File: config.mk
export PLATFORM = sky130hd
export DESIGN_NAME = polymoog_bypass_ctrl
export DESIGN_NICKNAME = d
export VERILOG_FILES = /design/src/rtl/resctrl_pkg.sv /design/src/rtl/resctrl_xfade.sv /design/src/rtl/polymoog_bypass_ctrl.sv
export SDC_FILE = /design/constraint.sdc
export NUM_CORES = 1
export LEC_CHECK = 0
export ABC_CLOCK_PERIOD_IN_PS = 8000
export CAP_MARGIN = 40
export CORE_UTILIZATION = 60
export DETAILED_ROUTE_END_ITERATION = 7
export PLACE_DENSITY_LB_ADDON = 0.12
export SYNTH_ARGS = -nofsm -noshare
export SYNTH_HDL_FRONTEND = slang
export SYNTH_HIERARCHICAL = 1
export SYNTH_SLANG_ARGS = --single-unit
File: constraint.sdc
create_clock -name clk -period 8 [get_ports clk]
set_input_delay 2.4 -clock clk [delete_from_list [all_inputs] [get_ports clk]]
set_output_delay 2.4 -clock clk [all_outputs]
set_load 0.02 [all_outputs]
File: src/rtl/resctrl_pkg.sv
// Shared types and constants for the polymoog resonator bypass controller.
// State encoding, mix width and ramp limits live here.
package resctrl_pkg;

  localparam int DEF_RES_LAT   = 5;
  localparam int DEF_RAMP_BITS = 8;
  localparam int DEF_WARMUP    = 8;
  localparam int RAMP_MAX      = 2 ** DEF_RAMP_BITS;
  localparam int SMP_W         = 16;
  localparam int MIX_W         = SMP_W + DEF_RAMP_BITS + 1;

  typedef enum logic [2:0] {
    ST_BYPASS   = 3'd0,
    ST_WARMUP   = 3'd1,
    ST_FADE_IN  = 3'd2,
    ST_ACTIVE   = 3'd3,
    ST_FADE_OUT = 3'd4
  } state_e;

  // Both fade directions report as "fading" on the 2-bit status port
  function automatic logic [1:0] state_code(state_e s);
    logic [2:0] r;
    r = s;
    return (s == ST_FADE_OUT) ? 2'd2 : r[1:0];
  endfunction

  function automatic logic [15:0] abs_sat(logic [15:0] v);
    if (v == 16'h8000) return 16'h7fff;
    return v[15] ? (~v + 16'd1) : v;
  endfunction

endpackage

File: src/rtl/resctrl_xfade.sv
// Registered dry/wet crossfade: out = (wet*g + dry*(2**RAMP_BITS-g)) >>> RAMP_BITS.
// One cycle from valid_i to valid_o; floor rounding keeps g=0/g=max exact.
module resctrl_xfade
  import resctrl_pkg::*;
#(
  parameter int RAMP_BITS = DEF_RAMP_BITS
) (
  input  logic               clk,
  input  logic               rst_n,
  input  logic               valid_i,
  input  logic [15:0]        dry_i,
  input  logic [15:0]        wet_i,
  input  logic [RAMP_BITS:0] g_i,
  output logic [15:0]        out_o,
  output logic               valid_o
);

  localparam int GMAX = 1 << RAMP_BITS;

  logic signed [MIX_W-1:0] wet_x;
  logic signed [MIX_W-1:0] dry_x;
  logic signed [MIX_W-1:0] g_x;
  logic signed [MIX_W-1:0] h_x;
  logic signed [MIX_W-1:0] sum;
  logic signed [MIX_W-1:0] shf;
  logic [15:0]             out_d;
  logic [15:0]             out_q;
  logic                    valid_q;

  assign wet_x = MIX_W'($signed(wet_i));
  assign dry_x = MIX_W'($signed(dry_i));
  assign g_x   = MIX_W'(g_i);
  assign h_x   = MIX_W'(GMAX) - g_x;
  assign sum   = wet_x * g_x + dry_x * h_x;
  assign shf   = sum >>> RAMP_BITS;
  assign out_d = shf[15:0];

  always_ff @(posedge clk or negedge rst_n) begin
    if (!rst_n) begin
      out_q   <= '0;
      valid_q <= 1'b0;
    end else begin
      valid_q <= valid_i;
      if (valid_i) out_q <= out_d;
    end
  end

  assign out_o   = out_q;
  assign valid_o = valid_q;

endmodule

File: src/rtl/polymoog_bypass_ctrl.sv
// Click-free engage/bypass sequencer for the polymoog resonator.
// Optional peak meter on the mixed output: define RESCTRL_PEAK_METER_EN.
module polymoog_bypass_ctrl
  import resctrl_pkg::*;
#(
  parameter int RES_LAT   = DEF_RES_LAT,
  parameter int RAMP_BITS = DEF_RAMP_BITS,
  parameter int WARMUP    = DEF_WARMUP
) (
  input  logic        clk,
  input  logic        rst_n,
  input  logic        sample_valid,
  input  logic [15:0] dry_in,
  input  logic        bypass_req,
  output logic        res_en,
  output logic [15:0] res_in,
  input  logic [15:0] res_out,
  output logic [15:0] out_sample,
  output logic        out_valid,
  output logic [1:0]  state_o,
  output logic        overrun
`ifdef RESCTRL_PEAK_METER_EN
  ,
  output logic [15:0] peak_level,
  input  logic        peak_clr
`endif
);

  localparam int GW   = RAMP_BITS + 1;
  localparam int GMAX = 1 << RAMP_BITS;
  localparam int TW   = $clog2(RES_LAT + 1);
  localparam int WW   = $clog2(WARMUP + 1);

  state_e         state_q, state_d;
  logic [GW-1:0]  g_q, g_d;
  logic [WW-1:0]  wcnt_q, wcnt_d;
  logic [TW-1:0]  timer_q;
  logic [15:0]    dry_q;
  logic [15:0]    res_in_q;
  logic [15:0]    wet_q;
  logic           cap_q;
  logic           overrun_q;
  logic           accept;

  assign accept = sample_valid && (timer_q == '0);

  always_comb begin
    state_d = state_q;
    g_d     = g_q;
    wcnt_d  = wcnt_q;
    if (accept) begin
      unique case (state_q)
        ST_BYPASS: begin
          g_d = '0;
          if (!bypass_req) begin
            state_d = ST_WARMUP;
            wcnt_d  = '0;
          end
        end
        ST_WARMUP: begin
          g_d    = '0;
          wcnt_d = wcnt_q + 1'b1;
          if (bypass_req) state_d = ST_BYPASS;
          else if (wcnt_d == WW'(WARMUP)) state_d = ST_FADE_IN;
        end
        ST_FADE_IN: begin
          if (bypass_req) begin
            state_d = ST_FADE_OUT;
          end else if (g_q >= GW'(GMAX - 1)) begin
            g_d     = GW'(GMAX);
            state_d = ST_ACTIVE;
          end else begin
            g_d = g_q + 1'b1;
          end
        end
        ST_ACTIVE: begin
          g_d = GW'(GMAX);
          if (bypass_req) state_d = ST_FADE_OUT;
        end
        ST_FADE_OUT: begin
          if (!bypass_req) begin
            state_d = ST_FADE_IN;
          end else if (g_q <= GW'(1)) begin
            g_d     = '0;
            state_d = ST_BYPASS;
          end else begin
            g_d = g_q - 1'b1;
          end
        end
        default: begin
          g_d     = '0;
          state_d = ST_BYPASS;
        end
      endcase
    end
  end

  always_ff @(posedge clk or negedge rst_n) begin
    if (!rst_n) begin
      state_q <= ST_BYPASS;
      g_q     <= '0;
      wcnt_q  <= '0;
    end else begin
      state_q <= state_d;
      g_q     <= g_d;
      wcnt_q  <= wcnt_d;
    end
  end

  // Capture timer: wet sample is taken as the timer steps 1 -> 0
  always_ff @(posedge clk or negedge rst_n) begin
    if (!rst_n) begin
      timer_q   <= '0;
      dry_q     <= '0;
      res_in_q  <= '0;
      wet_q     <= '0;
      cap_q     <= 1'b0;
      overrun_q <= 1'b0;
    end else begin
      cap_q <= (timer_q == TW'(1));
      if (accept) begin
        timer_q  <= TW'(RES_LAT);
        dry_q    <= dry_in;
        res_in_q <= dry_in;
      end else if (timer_q != '0) begin
        timer_q <= timer_q - 1'b1;
      end
      if (timer_q == TW'(1)) wet_q <= res_out;
      if (sample_valid && (timer_q != '0)) overrun_q <= 1'b1;
    end
  end

  resctrl_xfade #(
    .RAMP_BITS (RAMP_BITS)
  ) u_xfade (
    .clk     (clk),
    .rst_n   (rst_n),
    .valid_i (cap_q),
    .dry_i   (dry_q),
    .wet_i   (wet_q),
    .g_i     (g_q),
    .out_o   (out_sample),
    .valid_o (out_valid)
  );

  assign res_en  = (state_q != ST_BYPASS);
  assign res_in  = res_in_q;
  assign state_o = state_code(state_q);
  assign overrun = overrun_q;

`ifdef RESCTRL_PEAK_METER_EN
  logic [15:0] peak_q;
  logic [15:0] mag;

  assign mag = abs_sat(out_sample);

  always_ff @(posedge clk or negedge rst_n) begin
    if (!rst_n) begin
      peak_q <= '0;
    end else if (peak_clr) begin
      peak_q <= '0;
    end else if (out_valid && (mag > peak_q)) begin
      peak_q <= mag;
    end
  end

  assign peak_level = peak_q;
`endif

endmodule

# --- Word-level counts from Yosys, hierarchy flattened ---
# Cells that the tools add are included.
op_classes:
  n_addsub: 6
  n_mul: 2
  order_cmp: 2
  n_eq_ne: 13
  mux: 19
  n_reduce_logical: 11
ops:
  columns: ["operator", "n"]
  rows:
  - ["$mul A16 B10 Y24", 2]
  - ["$mux W9", 4]
  - ["$mux W3", 10]
  - ["$pmux W9 S3", 1]
  - ["$add A24 B24 Y24", 1]
  - ["$pmux W3 S5", 1]
  - ["$sub A9 B9 Y10 const A", 1]
  - ["$add A9 B1 Y9 const B", 1]
  - ["$ge A9 B8 Y1 const B", 1]
  - ["$le A9 B1 Y1 const B", 1]
  - ["$ne A3 B3 Y1 const B", 3]
  - ["$sub A9 B1 Y9 const B", 1]
  - ["$ne A2 B2 Y1 const B", 4]
  - ["$pmux W4 S2", 1]
  - ["$eq A3 B1 Y1 const B", 2]
  - ["$eq A3 B2 Y1 const B", 2]
  - ["$logic_not A3 Y1", 2]
  - ["$reduce_and A3 Y1", 2]
  - ["$reduce_and A6 Y1", 1]
  - ["$reduce_bool A3 Y1", 2]
  - ["$add A4 B1 Y4 const B", 1]
  - ["$eq A4 B4 Y1 const B", 1]
  - ["$mux W4", 1]
  - ["$reduce_bool A2 Y1", 2]
  - ["other kinds (4)", 5]
totals:
  register_bits: 70
  in_bits: 36
  output_inout_bits: 37
  wordCells: 63

# --- Longest topological paths before layout ---
# Gate-level depths: netlist of run 1.
logic_depth:
  depth_word: 5
  depth_mapped: 28
  mapped_depth_nobuf: 27

# --- Cells and area by module ---
# The synthesis of run 1 kept the hierarchy.
modules_own_cells:
  columns: ["mod", "instances", "cells_per_inst", "area_per_inst_um2", "seq_area_each_um2"]
  rows:
  - ["resctrl_xfade", 1, 1177, 11093.1, 425.4]
  - ["polymoog_bypass_ctrl", 1, 268, 2681.3, 1326.3]

# --- Worst setup path after synthesis of run 1 ---
# No wires, ideal clock.
synth_path:
  kind: "reg-to-reg"
  start: "register g_q[5]"
  end: "register u_xfade.out_q[15] (netlist: u_xfade/out_o[15])"
  setup_ns: 0.126
  arrival_time_ns: 6.745
  t_required_ns: 7.874
  slack_ns: 1.129
  path_stages_with_launch: 26
  path_buffers: 2
  synth_period_minus_slack_ns: 6.871
  cell_sequence: "dfrtp_1 buf_6 nor4_4 nand2_2 nor2_1 xnor2_1 clkbuf_1 nand2_1 fa_1 fa_1 inv_1 fa_1 inv_1 fa_1 fa_1 fa_1 inv_1 fa_1 ha_1 o211ai_1 a31o_2 a21o_1 a21oi_1 nor3_1 o21a_1 a221o_1"
synth_via:
  elab_chain_len: 3
  elab_cells_between_ends: 4
  classes_between: "add/sub: 2; mul: 2"
synth_rtl:
  columns: ["element", "line_no", "source"]
  rows:
  - ["from (decl)", "polymoog_bypass_ctrl.sv:35", "logic [GW-1:0] g_q, g_d;"]
  - ["from (signal assigned)", "polymoog_bypass_ctrl.sv:105", "g_q <= g_d;"]
  - ["$sub A9 B9 Y10", "resctrl_xfade.sv:33", "assign h_x = MIX_W'(GMAX) - g_x;"]
  - ["$mul A16 B10 Y24", "resctrl_xfade.sv:34", "assign sum = wet_x * g_x + dry_x * h_x;"]
  - ["$add A24 B24 Y24 *", "resctrl_xfade.sv:34", null]
  - ["to (signal assigned)", "resctrl_xfade.sv:44", "if (valid_i) out_q <= out_d;"]
  - ["to (decl)", "resctrl_xfade.sv:27", "logic [15:0] out_q;"]
# Every way passes the cells marked *; elsewhere a longest branch is shown, timed or not.
# A chain may end at the register's enable or synchronous reset.

# --- Final worst setup path of run 1 ---
layout_path:
  start: "register g_q[2]"
  end: "register u_xfade.out_q[15] (netlist: u_xfade/out_o[15])"
# The elaborated chain is that of the path after synthesis.

==> results of run 1 <==
[registers in the layout, indices dropped and copies added (netlist names), 3 cells and up]
register and count:
g_q 9, res_in 16, state_q 3, timer_q 3, u_xfade/out_o 16, wcnt_q 4
wet_q 16
[layer usage]
layer,vias to the layer above,global-route usage
li1,4441,-
met1,5085,0.359
met2,241,0.541
met3,65,0.0256
met4,0,0.105
met5,-,0
[through the flow]
stage / setup slack [ps] / hold WS, ps / util
finish: 707 / 455 / 0.672
global route: 405 / 477 / 0.672
CTS: 717 / 457 / 0.672
detailed placement: 748 / 444 / 0.658
global placement: 605 / 438 / 0.654
floorplan: 1130 / 352 / -
[Yosys cell counts, types with 3 or more instances]
cell | count | area [um2]
a31oi_1 | 7 | 43.8
inv_1 | 312 | 1170
and2_1 | 153 | 957
ha_1 | 94 | 1180
nand2_1 | 212 | 796
nor3_1 | 15 | 75.1
xor2_1 | 11 | 96.3
o21ai_0 | 13 | 65.1
buf_1 | 12 | 45.0
nand2b_1 | 5 | 31.3
buf_2 | 4 | 20.0
o21a_1 | 8 | 60.1
nand4_1 | 6 | 37.5
a211oi_1 | 4 | 30.0
fa_1 | 286 | 5730
a21oi_1 | 11 | 55.1
dfrtp_1 | 70 | 1750
xnor2_1 | 29 | 254
clkbuf_1 | 39 | 146
a32o_1 | 3 | 30.0
o211ai_1 | 7 | 52.6
nor2b_1 | 6 | 37.5
nor4_1 | 4 | 25.0
o31ai_1 | 5 | 37.5
nand3_1 | 12 | 60.1
mux2_2 | 24 | 270
or2_2 | 7 | 43.8
a21o_1 | 9 | 67.6
nor2_1 | 24 | 90.1
[how the worst max path moves through the flow]
stage,start,end,depth (start not counted)
2_1_floorplan,g_q[5],u_xfade/out_o[15],25
4_1_cts,g_q[2],u_xfade/out_o[15],25
5_1_grt,g_q[2],u_xfade/out_o[15],25
3_5_place_dp,g_q[2],u_xfade/out_o[15],25
3_3_place_gp,g_q[2],u_xfade/out_o[15],24
6_report,g_q[2],u_xfade/out_o[15],25
[logic make-up (layout without fill, tap and decap cells)]
logic type,count (synthesis),after routing,share of synthesized area
AO/OA/AOI/OAI,93,93,0.0502
adder cells (fa/ha/maj),380,380,0.501
AND/OR/NAND/NOR,461,461,0.168
XOR/XNOR,41,41,0.0271
flip-flops,70,70,0.127
multiplexers,27,27,0.0222
buffers and inverters,373,430,0.104
[final cells by class]
type,count,share of cell area
clock buffers,10,0.0157
clock inverters,6,0.00610
inverters,313,0.0774
multi-input cells,1002,0.697
flip-flops and latches,70,0.115
well taps,285,0.0235
repair buffers,101,0.0643
[critical path: cells and delay by family, from the launching register on]
family	cells	cell delay [ps]
compound gates	6	1490
fa+ha+maj	8	3630
buf+inv	5	530
flops	1	420
simple gates	5	940
xor+xnor	1	190
==> summary.txt, run 1 <==
Die
  • Die Span Y: approximately 150 um
  • # IOs: between 70 and 80
  • # rows: between 50 and 60
  • Core ar.: 22600 um2
  • Die Wd: between 150 and 200 um
  • Die area: 23600 um2
  • Initial core utilization: 0.610

Place
  • Placed standard-cell area: 14800 um2
  • DP HPWL: around 26000 um
  • Gpl congestion: about 0.85
  • Placed insts: roughly 1800
  • Port-buffer cells: just over 70

Global route
  • Total GRT Usage: 0.293
  • First-pass GRT wire length: 53500 um
  • Largest net degree at the start of global routing: 45
  • Vias in the first global route: approximately 11000
  • Antenna violations before repair: 2
  • Grt total ovfl: 0

Worst setup path
  • Crit-path max cell delay: 520 ps
  • R2r worst-path depth: 25
  • Reg2reg start: g_q[2]
  • Worst Path Required: around 8200 ps
  • Crit-path slowest cell: fa_1
  • Kind of critical path: flop to flop
  • Crit path top cell by count: fa_1
  • Reg-to-reg endpoint: u_xfade/out_o[15]
  • Max FO, Critical Path: 13
  • Crit end category: flop
  • Setup crit start kind: flop
  • Worst Path Arrival: approximately 7500 ps
  • R2r setup slk: roughly 710 ps

Drt
  • Top sig layer: met4
  • Post-DRT Antenna Nets: 0
  • DR pass1 iterations: 4
  • Vias: between 9000 and 10000
  • DR vias/cell: around 5.5
  • Final wirelength: 31900 um
  • DR DRC count: 0
  • WL met3: between 1000 and 1500 um
  • WL/cell: roughly 18 um
  • Met2 WL: 17200 um
  • Initial DRC count: roughly 530
  • M1 WL: between 10000 and 15000 um

Finish
  • Commonest non-fill, non-tap cells in the layout: 312 x inv_1, 286 x fa_1, 212 x nand2_1
  • Post-Layout Cell Count: between 1500 and 2000
  • Multi-input logic area: 10600 um2
  • Ant. Diodes: 0
  • FF/Latch Area: 1750 um2
  • Most common cell after layout, fill and taps aside: inv_1
  • Share of layout cells above drive strength 1: 0.0613
  • # fillers: ~1900
  • Finished Cell Area: about 15000 um2
  • Area growth syn-to-layout: 10.2%
  • Final nets: 1913

Timing
  • Final setup viols: 0
  • RSZ-0062 raised after global routing: no
  • TNS Setup: 0 ps
  • Normalized max-slew margin: 0.474
  • Final hold violation count: 0
  • Clock Skews: ~12 ps
  • Slew @ Worst Pin: ~790 ps
  • Final Critical Period: approximately 7300 ps
  • Max Clock Freq: between 100 and 150 MHz
  • Tcrit/Tclk final: 0.912
  • Slew Limit Fails: 0

Clock tree
  • CTS sink cnt: 70
  • Setup bufs post-CTS: 0
  • CTS tree: yes
  • Clk pin slew, worst setup/hold paths: 60 ps
  • Clk buf depth: 2
  • Post-CTS Hold Buffers: 0
  • H-Tree Depth: 3
  • Post_cts resized: 0
  • Clock Latency Late Sink: between 300 and 400 ps
  • Root Buffer: clkbuf_16
  • Num CTS Buffers: 9

Run status
  • Outcome: finished, final reports clean

Synthesis
  • Syn. warnings: 6
  • Ys async rst share: 1.00
  • Mapped Area: between 10000 and 15000 um2
  • Synth unique cells: 67
  • Syn Nets: ~1900
  • Main synth FF type: dfrtp_1
  • Syn avg cell area: 9.53 um2
  • #FFs+latches synth: 70
  • Seq/Total Area, Yosys: 0.127
  • Mapped Cells: 1445
  • EDFF count, synth: 0

Min path
  • Worst hold path type: flop to flop
  • Hold Startpoint: overrun
  • Hold Path Sink: overrun
  • Hold Path Stages: 1

Flow run
  • Total of max-cap violations: 0
Power of run 1 is left out: the tool's default activity adds up to more than one toggle a clock period on the data nets, which glitch-free logic cannot reach.
==> run 2: changes to the inputs <==
Settings changed: CORE_UTILIZATION 60 to 50, REMOVE_ABC_BUFFERS set to 1.
==> run 2 against run 1 <==
Effect of this change:
- cell count up 3.1%
- first-iteration DRC count increased by 33%
- worst hold slack worse by 0.79 ps
- global-route usage down 3.2 points
- utilization is 11 points lower
- cell area rose by 0.12%
- flip-flop and latch count unchanged
- fmax shrank 2.1%
- non-clock buffer count shrank 1
- die area grew 20%
==> summary.txt, run 2 (synthesis results as in run 1) <==
Die
  • # IOs: 73
  • Die Wd: about 170 um
  • # rows: 60
  • Core ar.: 27000 um2
  • Die Span Y: about 170 um
  • Die area: about 28000 um2
  • Initial core utilization: 0.510

Global route
  • Vias in the first global route: 10451
  • Largest net degree at the start of global routing: 55
  • Grt total ovfl: 0
  • Antenna violations before repair: 0
  • Total GRT Usage: 0.262
  • First-pass GRT wire length: between 50000 and 60000 um

Timing
  • Clock Skews: between 15 and 20 ps
  • RSZ-0062 raised after global routing: no
  • Max Clock Freq: 134 MHz
  • Tcrit/Tclk final: 0.931
  • Final hold violation count: 0
  • Slew Limit Fails: 0
  • TNS Setup: 0 ps
  • Final Critical Period: 7450 ps
  • Final setup viols: 0
  • Normalized max-slew margin: 0.411
  • Slew @ Worst Pin: 879 ps

Worst setup path
  • Worst Path Arrival: ~7600 ps
  • Max FO, Critical Path: 24
  • Crit end category: flop
  • Kind of critical path: flop to flop
  • Worst Path Required: a little over 8000 ps
  • Setup crit start kind: flop

Clock tree
  • Num CTS Buffers: 9
  • Clock Latency Late Sink: 360 ps
  • H-Tree Depth: 3
  • Root Buffer: clkbuf_16
  • Clk pin slew, worst setup/hold paths: 70 ps
  • CTS sink cnt: 70
  • Clk buf depth: 2
  • CTS tree: yes

Min path
  • Worst hold path type: flop to flop

Drt
  • WL/cell: 18.1 um
  • Initial DRC count: between 700 and 800
  • Vias: 9687
  • Post-DRT Antenna Nets: 0
  • DR vias/cell: 5.26
  • DR DRC count: 0
  • DR pass1 iterations: 7
  • Final wirelength: 33300 um

Finish
  • Multi-input logic area: ~11000 um2
  • Final nets: roughly 1900
  • Ant. Diodes: 0
  • FF/Latch Area: 1750 um2
  • # fillers: ~2400
  • Area growth syn-to-layout: 10.3%
  • Share of layout cells above drive strength 1: 0.0613
  • Commonest non-fill, non-tap cells in the layout: 312 x inv_1, 286 x fa_1, 212 x nand2_1
  • Most common cell after layout, fill and taps aside: inv_1

Run status
  • Outcome: finished, final reports clean

Flow run
  • Total of max-cap violations: 0

Place
  • DP HPWL: roughly 27000 um
  • Gpl congestion: approximately 0.83
  • Port-buffer cells: between 70 and 80
-- run 2: changes by cell type in the layout (fill, tap and decap cells not counted) --
cell       previous run  this run
buf_16                2         1
inv_6                 1         3
buf_12                0         1
xnor2_2               0         1
buf_4                28        27
inv_8                 0         1
xnor2_1              29        28
bufinv_16             2         0
clkbuf_8              1         0
-- run 2: layer usage --
| layer | part of all wire | global-route usage | up-vias |
|---|---|---|---|
| met5 | 0 | 0 | - |
| met4 | 0.014 | 0.0542 | 0 |
| met3 | 0.053 | 0.0360 | 34 |
| met2 | 0.46 | 0.410 | 289 |
| met1 | 0.48 | 0.389 | 4929 |
| li1 | - | - | 4435 |
-- run 2: final timing paths --
kind / start / end / slack (ps) / cells past startpoint
hold / removal: overrun / overrun / 450 / 1
hold reg to reg: overrun / overrun / 450 / 1
setup / recovery: g_q[4] / u_xfade/out_o[14] / 550 / 25
min in group asynchronous: rst_n / res_in[0] / 1930 / 1
max in group asynchronous: rst_n / u_xfade/out_o[14] / 5500 / 2
setup reg to reg: g_q[4] / u_xfade/out_o[14] / 550 / 25
-- run 2: timing repair --
| action | CTS | global route |
|---|---|---|
| setup buffers | 0 | 3 |
| setup endpoints to repair | 0 | 3 |
| gates resized for setup | 0 | 0 |
| hold buffers | 0 | 0 |
-- run 2: layout make-up --
cell class                 instances  share of cell area
multi-input combinational       1002               0.697
sequential                        70               0.115
inverter                         313              0.0773
timing repair buffer             100              0.0633
tap                              341              0.0281
clock buffer                       9              0.0148
clock inverter                     7             0.00404
-- run 2: critical path, stage by stage (launching register included) --
cell and delay, ps:
dfrtp_1 410, buf_4 250, nor4_4 360, nand2_2 130
nor2_1 150, xnor2_1 70, buf_4 220, and2_1 190
fa_1 530, inv_1 50, fa_1 480, inv_1 50
fa_1 490, fa_1 530, fa_1 430, fa_1 590
fa_1 450, ha_1 330, a21o_1 180, a21oi_1 130
nor2_1 50, a311oi_1 330, a21oi_1 220, o31ai_1 360
a211o_1 180, o221ai_1 100
-- run 2: metrics by stage --
| stage | setup WS, ps | utilization | hold WS, ps | instance area (um2) | cells |
|---|---|---|---|---|---|
| 2_1_floorplan | 766 | - | 474 | 13500 | 1385 |
| 3_3_place_gp | 310 | 0.549 | 437 | 14800 | 1821 |
| 3_5_place_dp | 358 | 0.550 | 444 | 14900 | 1823 |
| 4_1_cts | 277 | 0.561 | 461 | 15200 | 1839 |
| 5_1_grt | 190 | 0.562 | 481 | 15200 | 1842 |
| 6_report | 553 | 0.562 | 454 | 15200 | 1842 |
Power of run 2 is left out for the same reason.
